==> config.mk <==
export PLATFORM = sky130hd
export DESIGN_NAME = vga_screen_sequencer
export DESIGN_NICKNAME = d
export VERILOG_FILES = /design/src/rtl/vga_seq_pkg.sv /design/src/rtl/vga_frame_edge.sv /design/src/rtl/vga_screen_sequencer.sv
export SDC_FILE = /design/constraint.sdc
export NUM_CORES = 1
export LEC_CHECK = 0
export ABC_AREA = 1
export CAP_MARGIN = 20
export CELL_PAD_IN_SITES_DETAIL_PLACEMENT = 0
export CELL_PAD_IN_SITES_GLOBAL_PLACEMENT = 1
export CORE_MARGIN = 2
export CORE_UTILIZATION = 43
export DETAILED_ROUTE_END_ITERATION = 6
export GPL_TIMING_DRIVEN = 0
export MAX_ROUTING_LAYER = met4
export PLACE_DENSITY_LB_ADDON = 0.25
export SLEW_MARGIN = 20
export SYNTH_ARGS = -nofsm -noshare
export SYNTH_HDL_FRONTEND = slang
export SYNTH_HIERARCHICAL = 1
export SYNTH_SLANG_ARGS = --single-unit
==> constraint.sdc <==
create_clock -name iVGA_CLK -period 5.15 [get_ports iVGA_CLK]
set_input_delay 1.03 -clock iVGA_CLK [delete_from_list [all_inputs] [get_ports iVGA_CLK]]
set_output_delay 1.03 -clock iVGA_CLK [all_outputs]
set_load 0.02 [all_outputs]
==> src/rtl/vga_seq_pkg.sv <==
// Shared types and helpers for the VGA screen sequencer: FSM states, fade level range
// and the per-channel colour scaler.
package vga_seq_pkg;

  typedef enum logic [1:0] {
    SHOW     = 2'd0,
    FADE_OUT = 2'd1,
    FADE_IN  = 2'd2
  } seqState_e;

  localparam int LEVEL_W = 5;
  localparam logic [LEVEL_W-1:0] LEVEL_MAX = 5'd16;

  // Colour is handled as NUM_LANES channels (R, G, B) of VEC_W bits each.
  localparam int NUM_LANES = 3;
  localparam int VEC_W     = 4;

  // (c * level) >> 4; level 16 is an exact pass-through, level 0 is black.
  function automatic logic [VEC_W-1:0] scaleColour(input logic [VEC_W-1:0]   c,
                                                   input logic [LEVEL_W-1:0] lvl);
    logic [2*VEC_W-1:0] prod;
    prod = (2*VEC_W)'(c) * (2*VEC_W)'(lvl);
    return prod[2*VEC_W-1:VEC_W];
  endfunction

endpackage

==> src/rtl/vga_frame_edge.sv <==
// Two-flop synchroniser for an asynchronous level plus a falling-edge detect on the
// synchronised value. The history flop resets to the same value so reset never fakes an edge.
module vga_frame_edge #(
  parameter logic RESET_VAL = 1'b1
) (
  input  logic iClk,
  input  logic iRst,
  input  logic iD,
  output logic oSync,
  output logic oFall
);

  logic meta;
  logic hist;

  always_ff @(posedge iClk) begin
    if (iRst) begin
      meta  <= RESET_VAL;
      oSync <= RESET_VAL;
      hist  <= RESET_VAL;
    end else begin
      meta  <= iD;
      oSync <= meta;
      hist  <= oSync;
    end
  end

  assign oFall = hist & ~oSync;

endmodule

==> src/rtl/vga_screen_sequencer.sv <==
// Selects between game pattern and splash image for the VGA DAC, switching only at frame
// boundaries with a frame-stepped fade, a debounced select switch and a game frame tick.
module vga_screen_sequencer
  import vga_seq_pkg::*;
#(
  parameter int   FRAMES_PER_STEP = 2,
  parameter int   STABLE_FRAMES   = 3,
  parameter logic RESET_SEL       = 1'b1
) (
  input  logic       iVGA_CLK,
  input  logic       iRST,
  input  logic       iVGA_VS,
  input  logic       iSW,
  input  logic [3:0] iPat_R,
  input  logic [3:0] iPat_G,
  input  logic [3:0] iPat_B,
  input  logic [3:0] iImg_R,
  input  logic [3:0] iImg_G,
  input  logic [3:0] iImg_B,
  output logic [3:0] oRed,
  output logic [3:0] oGreen,
  output logic [3:0] oBlue,
  output logic       oSel,
  output logic       oBusy,
  output logic       oFrame_tick
);

  localparam int STABLE_W = $clog2(STABLE_FRAMES + 1);
  localparam int STEP_W   = $clog2(FRAMES_PER_STEP + 1);

  logic                fp;
  logic                vsSync;
  logic                swSync;
  logic                swCand;
  logic                swAccepted;
  logic [STABLE_W-1:0] stableCnt;
  logic [STEP_W-1:0]   stepCnt;
  logic                stepHit;
  seqState_e           state;
  logic [LEVEL_W-1:0]  level;

  logic [NUM_LANES-1:0][VEC_W-1:0] pat;
  logic [NUM_LANES-1:0][VEC_W-1:0] img;
  logic [NUM_LANES-1:0][VEC_W-1:0] scaled;
  logic [NUM_LANES-1:0][VEC_W-1:0] colour;

  vga_frame_edge #(.RESET_VAL(1'b1)) uVsEdge (
    .iClk  (iVGA_CLK),
    .iRst  (iRST),
    .iD    (iVGA_VS),
    .oSync (vsSync),
    .oFall (fp)
  );

  vga_frame_edge #(.RESET_VAL(RESET_SEL)) uSwSync (
    .iClk  (iVGA_CLK),
    .iRst  (iRST),
    .iD    (iSW),
    .oSync (swSync),
    .oFall ()
  );

  // Debounce: the switch must read the same value on STABLE_FRAMES frame pulses in a row.
  always_ff @(posedge iVGA_CLK) begin
    if (iRST) begin
      swCand     <= RESET_SEL;
      stableCnt  <= '0;
      swAccepted <= RESET_SEL;
    end else if (fp) begin
      if (swSync == swCand) begin
        if (stableCnt != STABLE_W'(STABLE_FRAMES)) begin
          stableCnt <= stableCnt + 1'b1;
          if (stableCnt + 1'b1 == STABLE_W'(STABLE_FRAMES))
            swAccepted <= swCand;
        end
      end else begin
        swCand    <= swSync;
        stableCnt <= STABLE_W'(1);
        if (STABLE_FRAMES == 1)
          swAccepted <= swSync;
      end
    end
  end

  assign stepHit = (stepCnt == STEP_W'(FRAMES_PER_STEP - 1));

  // All sequencing moves only on fp, so sel/level never change mid-frame.
  always_ff @(posedge iVGA_CLK) begin
    if (iRST) begin
      state       <= SHOW;
      level       <= LEVEL_MAX;
      oSel        <= RESET_SEL;
      stepCnt     <= '0;
      oBusy       <= 1'b0;
      oFrame_tick <= 1'b0;
    end else begin
      oFrame_tick <= fp && (state == SHOW) && !oSel;
      if (fp) begin
        case (state)
          SHOW: begin
            level <= LEVEL_MAX;
            if (swAccepted != oSel) begin
              state   <= FADE_OUT;
              oBusy   <= 1'b1;
              stepCnt <= '0;
            end
          end
          FADE_OUT: begin
            if (swAccepted == oSel) begin
              // Request withdrawn: climb back from wherever the fade got to.
              state   <= FADE_IN;
              stepCnt <= '0;
            end else begin
              stepCnt <= stepHit ? '0 : stepCnt + 1'b1;
              if (stepHit) begin
                if (level == '0) begin
                  oSel    <= ~oSel;
                  state   <= FADE_IN;
                  stepCnt <= '0;
                end else begin
                  level <= level - 1'b1;
                end
              end
            end
          end
          FADE_IN: begin
            stepCnt <= stepHit ? '0 : stepCnt + 1'b1;
            if (stepHit) begin
              // A withdrawal before any fade-out step lands here already at full level.
              if (level >= LEVEL_MAX - 1'b1) begin
                level   <= LEVEL_MAX;
                state   <= SHOW;
                oBusy   <= 1'b0;
                stepCnt <= '0;
              end else begin
                level <= level + 1'b1;
              end
            end
          end
          default: begin
            state   <= SHOW;
            level   <= LEVEL_MAX;
            oBusy   <= 1'b0;
            stepCnt <= '0;
          end
        endcase
      end
    end
  end

  assign pat = {iPat_R, iPat_G, iPat_B};
  assign img = {iImg_R, iImg_G, iImg_B};

  for (genvar g = 0; g < NUM_LANES; g++) begin : gLane
    assign scaled[g] = scaleColour(oSel ? img[g] : pat[g], level);
  end

  always_ff @(posedge iVGA_CLK) begin
    if (iRST) colour <= '0;
    else      colour <= scaled;
  end

  assign oRed   = colour[2];
  assign oGreen = colour[1];
  assign oBlue  = colour[0];

endmodule

==> results, run 1 <==
- In this run the tightest slew margin relative to its limit is a little under three fifths.
- In the final timing run, aggregate negative setup slack is 0 ns.
- The setup slack at placement is about 1.0 ns.
- The maximum frequency from static timing analysis is about 260 MHz.
- The filler-free cell count of the finished design is about 630.
- The highest fanout seen on the critical path is 6.
- The global-route wire length before repair is about 14 mm.
- The number of instances resized during post-cts repair is 0.
- The count of final hold-check violations is 0.
- The initial utilization of the core area, before any placement, comes to approximately 45%.
- The cell area after synthesis is 3270 um2.
- In this run the number of H-tree levels came out at 2.
- The peak-usage layer in the global routing report is met2.
- TritonCTS built the clock tree.
- The total cell area at the placement stage is approximately 3800 um2.
- The core utilization of the finished layout is between 50% and 60%.
- The worst-case setup margin in the final layout is around 1.3 ns.
- The count of nets left with antenna violations once routing finished came out at 0.
- The leakage power is just over 2 nW.
- The final number of max-transition violations was 0.
- The via count of the first global-routing pass came to 2942.
- The clock network latency to the later pin of the worst-skew pair is 0.30 ns.
- For this design, the CTS-stage hold fixing added 0 buffers.
- The data arrival time of the critical path is approximately 4 ns.
- The met2 global-route usage is 34.0%.
- At the worst endpoint, the required time is approximately 5.4 ns.
- Before antenna repair, the detailed router went through 4 iterations.
- The post-synthesis average cell area is approximately 6.8 um2.
- The number of input and output port buffers inserted is between 40 and 50.
- The flow ran to the end, and the final reports show no timing, DRC or antenna violations.
- The number of fillers in the final layout is 794.
- The cell with the largest stage delay on the worst path is fa_1.
- The number of setup buffers added after CTS is 0.
- The category of the critical setup timing path is primary input to flip-flop.
- The largest net degree at the start of global routing is 12.
- The number of warnings issued by yosys is 6.
- The max-capacitance violation count is 0.
- In this run, the number of DRC markers left after iteration 0 of detailed routing was 104.
- The maximum single-stage delay on the critical path is approximately 0.54 ns.
- The global-route congestion overflow total is 0.
- The finished cells cover slightly below 4000 um2.
- The number of cell rows is 31.
- The worst clock skew on the final layout is 0.0117 ns.
- In the final layout, the share of cells above drive strength 1 is 10.5%.
- Global routing consumed, over all layers together, around 21% of the routing resources.
- Across the VDD grid, the largest voltage drop is 0.151 mV.
- The final weighted congestion in routability-driven placement is between 0.8 and 0.9.
- The post-layout net count is 610.
- The layout-stage area growth over the synthesis result is 19.3%.
- The met1 demand-to-capacity share in global routing is a little over a quarter.
- In this run the worst hold path is classified as flip-flop to flip-flop.
- Dividing the detail-routed via count by the number of cells gives 4.77.
- The net count after synthesis is ~560.
- The power density relative to cell area is about 150 nW/um2.
- Traced cell by cell, the critical path runs through clkdlybuf4s50_1 -> or2_2 -> o21ai_0 -> inv_1 -> nand2_1 -> fa_1 -> fa_1 -> inv_1 -> ha_1 -> nand2_1 -> nor2_1 -> nand4_1 -> a21oi_1 -> nor2_1.
- For this run, design rule violations remaining after detail routing come to 0.
- The y dimension of the die is between 90 and 100 um.
- The total die area is roughly 8300 um2.
- The clock passes through at most 2 buffers.
- The total of endpoints with negative setup slack in the final report is 0.
- CTS placed an instance of clkbuf_8 at the clock tree root.
- The endpoint kind of the worst setup timing path is a flip-flop.
- TritonCTS created 5 clock buffers.
- After layout, the minimum clock period comes to around 3.8 ns.
- The number of ports placed on the die boundary is 43.
- Setup repair after global routing left no endpoint under its margin.
- The area inside the core boundary is 7290 um2.
- The clock input transition at the sequential cells of the worst setup and hold paths is roughly 0.08 ns.
- The portion of the clock cycle consumed by the worst path in the final layout is 74.2%.
- Dividing the detail-routed wire length by the instance count gives ~12 um.
- The met3 layer usage reported by global route is 3.07%.
- At the pin with the least slew margin, the transition time is 0.648 ns.
- The detailed router placed about 3k vias in this run.
- The initial antenna violation count is 0.
- The routed wire length is around 7.8 mm.
- The repair_antennas step left the layout with diodes totalling 0.
- After legalization and detailed placement, the total HPWL measured 6.08 mm.
- Synthesis produced a netlist whose cell count is 483.
- The startpoint class of the critical path is a primary input.
- The die width is slightly above 90 um.
- The tree built by TritonCTS fans out to 33 sinks.
- Including well taps, the total number of placed cells is approximately 620.
==> area by class of cell <==
class	instances	area (um2)	area share, %
plain buffers	11	83.8	2.15
clock buffers	5	68.8	1.76
clock inverters	3	17.5	0.449
inverters	84	318	8.14
multi-input cells	355	2210	56.6
flip-flops and latches	33	661	16.9
well taps	99	124	3.17
repair buffers	42	420	10.8
==> flip-flops by register name, indices dropped and copies added, names as in the netlist, 2 cells and up <==
register,cells
level,5
oBlue,4
oGreen,4
oRed,4
stableCnt,2
state,2
stepCnt,2
==> report_power, final <==
| group | switching [W] | total (W) | internal (W) |
|---|---|---|---|
| sequential | 0.00000317 | 0.000267 | 0.000264 |
| combinational | 0.0000597 | 0.000111 | 0.0000513 |
| clock | 0.000109 | 0.000203 | 0.0000933 |
| total | 0.000172 | 0.000581 | 0.000408 |
==> routing by layer <==
layer / vias to the layer above / routed length, um
met5: - / 0
met4: 0 / 105
met3: 9 / 505
met2: 67 / 3640
met1: 1340 / 3560
li1: 1597 / -
==> cell usage in the layout, fill, tap and decap left out, drive strengths merged, types with 7 or more instances in the layout <==
| cell | count |
|---|---|
| ha | 35 |
| fa | 15 |
| inv | 83 |
| clkbuf | 7 |
| nor2 | 71 |
| o21ai | 7 |
| nand2 | 128 |
| a21oi | 30 |
| dfxtp | 33 |
| clkdlybuf4s50 | 42 |
| nand3 | 38 |
| buf | 9 |
| or2 | 8 |
==> through the flow <==
step,power (W),hold slack [ns]
2_1_floorplan,0.000337,0.387
3_3_place_gp,0.000383,0.394
3_5_place_dp,0.000384,0.400
4_1_cts,0.000589,0.420
5_1_grt,0.000611,0.439
6_report,0.000581,0.414
==> worst max-delay path: cells and delay by family <==
kind	cells	cell delay (ns)
and+or+nand+nor	6	0.76
adders and majority gates	3	1.35
AOI/OAI and AO/OA	2	0.31
buffers and inverters	3	0.56
==> worst paths after layout <==
path              slack (ns)  cells past startpoint       endpoint          from
setup reg to reg        1.77                     16       oBlue[3]          oSel
hold / removal          0.41                      2  uSwSync/oSync  uSwSync/meta
setup / recovery        1.33                     14       oBlue[3]     iImg_B[2]
hold reg to reg         0.41                      2  uSwSync/oSync  uSwSync/meta
No activity file was read; power rests on OpenSTA's default activity.
==> inputs of run 2 (changes only) <==
Settings changed: CORE_UTILIZATION 43 to 36.
Clock period 5.15 ns to 3.1 ns, I/O delays scaled along.
==> run 2 against run 1 <==
Design area rose by 18%. Critical path type is now flip-flop to flip-flop. Via count rose by 7.9%. Routed wire length rose by 14%. Sequential power rose by 66%. Global-route usage fell by 2.3 points. Non-clock buffer count rose by 37. Register-to-register slack got worse by 1.7 ns. Critical path depth rose by 2. Critical endpoint unchanged. Die area rose by 19%. First-iteration DRC count rose by 16%. Hold slack improved by 0.0011 ns. Total power rose by 73%.
==> results, run 2 (synthesized netlist as in run 1, its figures left out) <==
- The count of cells along the worst hold path is 2 (unchanged).
- The path with the worst hold slack has its endpoint at uSwSync/oSync.
- The largest net degree at the start of global routing is 12 (unchanged).
- The clock network fraction of design power is 32.8% (-2.1 points).
- For the finished layout, the period the worst path requires is ~3.0 ns.
- The clock network latency to the later pin of the worst-skew pair came to 0.29 ns (about the same).
- The area inside the core boundary is 8760 um2 (+20%).
- The worst-case setup margin in the final layout is 0.0505 ns (-1.28 ns).
- The violation count after the first detailed-route iteration is 121 (+16%).
- The core utilization of the finished layout came to 52.5% (-1.1 points).
- The TritonCTS clock tree is built.
- The final number of max-transition violations is 0 (unchanged).
- The number of H-tree levels is 2 (unchanged).
- The worst hold path belongs to the class flip-flop to flip-flop.
- The register-to-register path setup slack is 0.05 ns (-1.72 ns).
- The number of cell rows came to 34 (+9.7%).
- Setup repair after global routing could not meet its margin everywhere.
- The DRC violation count after routing is 0 (unchanged).
- The global-route wire length before repair is 14.3 mm (+5.5%).
- The HPWL after detailed placement came to 6.22 mm (+2.3%).
- The via density per instance came to 4.79 (+0.58%).
- The area growth from synthesis to layout is 40.5%.
- The routed wire length was 8.88 mm (+14%).
- The number of input and output port buffers inserted is 42 (unchanged).
- The clock tree buffer depth is 2 (unchanged).
- The portion of total power attributed to sequential cells came to 44.0% (-2.0 points).
- The post-layout net count is 647 (+6.1%).
- The number of buffers added to fix hold violations after cts is 0 (unchanged).
- Ranked by flip-flop count, first place goes to level.
- The starting density of the core is 37.3% (-7.5 points).
- The worst slack on hold paths came to 0.415 ns (+0.00111 ns).
- The total die area is 9870 um2 (+19%).
- The TritonCTS sink count is 33 (unchanged).
- The number of flip-flops under the largest register name came to 5 (unchanged).
- The number of detailed-route iterations in the first pass is 4 (unchanged).
- The library cells used most frequently in the layout, excluding fill and tap cells, are 87 x nand2_1, 66 x inv_1, 60 x nor2_1.
- The data arrival time of the critical path is 3.23 ns (-0.80 ns).
- The net switching power figure is 0.000299 W (+74%).
- The maximum frequency from static timing analysis is 328 MHz.
- The total power of the final layout was 0.00100 W (+73%).
- The fraction of power consumed by combinational cells is 23.1% (+4.0 points).
- The startpoint class of the critical path is a flip-flop.
- The global-route congestion overflow total is 0 (unchanged).
- The worst-case reg-to-reg path depth is 16 (unchanged).
- The run finished with clean final reports.
- The worst clock skew on the final layout is 0.00605 ns (-0.00562 ns).
- The die width is 99.3 um (+8.9%).
- The tree is rooted in a clkbuf_8.
- The y dimension of the die is 99.3 um (+8.9%).
- Dividing the final minimum period by the clock period gives between 90% and 100%.
- The global-route usage over all layers is 18.4% (-2.3 points).
- The total of endpoints with negative setup slack in the final report is 0 (unchanged).
- In this run the critical register-to-register path is captured at oBlue[3].
- The number of ports placed on the die boundary is 43 (unchanged).
- The endpoint required time on the critical path came to 3.28 ns (-2.07 ns).
- The maximum vdd ir drop is 0.207 mV (+37%).
- The design internal power is 0.000703 W (+72%).
- The initial antenna violation count was 0 (unchanged).
- The fraction of power spent switching nets came to 29.9% (+0.22 points).
- The count of final hold-check violations is 0 (unchanged).
- The worst register-to-register path begins at oSel.
- The average detailed-routed wire length per instance is 13.1 um (+6.0%).
- The number of antenna diodes is 0 (unchanged).
- The number of vias in the routed layout is 3251 (+7.9%).
- The number of antenna-violating nets in the routed design is 0 (unchanged).
- The leakage power is 2.38 nW (+16%).
- The setup slack at placement is -0.610 ns (-1.61 ns).
- The library cell used most frequently in the layout, excluding fill and tap cells, is nand2_1.
- The launch instance of the worst min-delay path is uSwSync/meta.
- The power density relative to cell area is 218 nW/um2 (+47%).
- The clock input transition at the sequential cells of the worst setup and hold paths is 0.08 ns (about the same).
- The highest fanout seen on the critical path was 7 (+1).
- The final weighted congestion in routability-driven placement is 0.827 (-2.7%).
- The CTS buffer count is 5 (unchanged).
- The slew at the pin closest to its max-slew limit is 0.602 ns (-0.0458 ns).
- The share of layout cells above drive strength 1 is 28.4% (+18 points).
- The endpoint kind of the worst setup timing path is a flip-flop.
- The category of the critical setup timing path is flip-flop to flip-flop.
- The via count of the first global-routing pass is 3210 (+9.1%).
- The worst slew margin relative to its limit came to 59.8% (+3.1 points).
- The max-capacitance violation count is 0 (unchanged).
==> run 2: cell types whose count changed in the layout (fill, tap and decap cells not counted), sizes merged <==
cell	delta
clkdlybuf4s50	-17
dlygate4sd2	+5
dlymetal6s2s	+12
buf	+36
clkbuf	+1
==> run 2: repair_timing <==
action,CTS,global route
gates resized for setup,46,61
setup buffers,15,22
pin swaps,43,50
cloned,0,1
hold endpoints to repair,0,0
setup endpoints to repair,12,12
==> run 2: area by class of cell <==
cell class | count | area (um2)
plain buffers | 10 | 90.1
clock inverters | 3 | 17.5
multi-input cells | 355 | 2530
clock buffers | 5 | 68.8
fillers | 889 | 4170
repair buffers | 80 | 767
flip-flops and latches | 33 | 668
inverters | 84 | 323
well taps | 108 | 135
==> run 2: per-stage QoR <==
stage	area (um2)	instances	setup TNS, ns
floorplan	3300	483	0
global placement	3860	633	-5.81
detailed placement	3860	633	-6.11
CTS	4200	655	-0.0104
global route	4600	678	-0.511
finish	4600	678	0
==> run 2: worst max-delay path: stages, from the launching register on <==
cell,delay [ns]
dfxtp_4,0.44
inv_6,0.06
buf_12,0.13
or2_4,0.25
o21ai_4,0.07
inv_2,0.07
buf_6,0.12
nand2_2,0.05
fa_1,0.44
fa_1,0.54
inv_2,0.05
ha_4,0.28
nand2_1,0.05
nor2_1,0.08
nand4_1,0.12
a21oi_2,0.14
nor2_1,0.05
==> run 2: routing by layer <==
metal	part of all wire (%)	global-route usage, %	vias to the layer above
li1	-	-	1665
met1	49	24.4	1519
met5	0	-	-
met2	47	29.5	59
met3	3.0	2.53	8
met4	1.1	4.95	0
==> run 2: power by group through the flow <==
stage / combinational [W] / clock [W] / sequential (W)
floorplan: 0.0000973 / 0 / 0.000464
global placement: 0.000188 / 0 / 0.000452
CTS: 0.000209 / 0.000341 / 0.000442
global route: 0.000257 / 0.000357 / 0.000443
finish: 0.000232 / 0.000329 / 0.000442
detailed placement: 0.000189 / 0 / 0.000452
==> run 2: worst max path at each step <==
stage               startpoint        to  slack, ns
detailed placement   iImg_R[2]   oRed[2]      -0.61
floorplan                 oSel   oRed[1]       0.02
global route              oSel  oBlue[2]      -0.11
finish                    oSel  oBlue[3]       0.05
CTS                  iPat_R[3]   oRed[2]     -0.006
global placement     iImg_R[2]   oRed[2]      -0.56
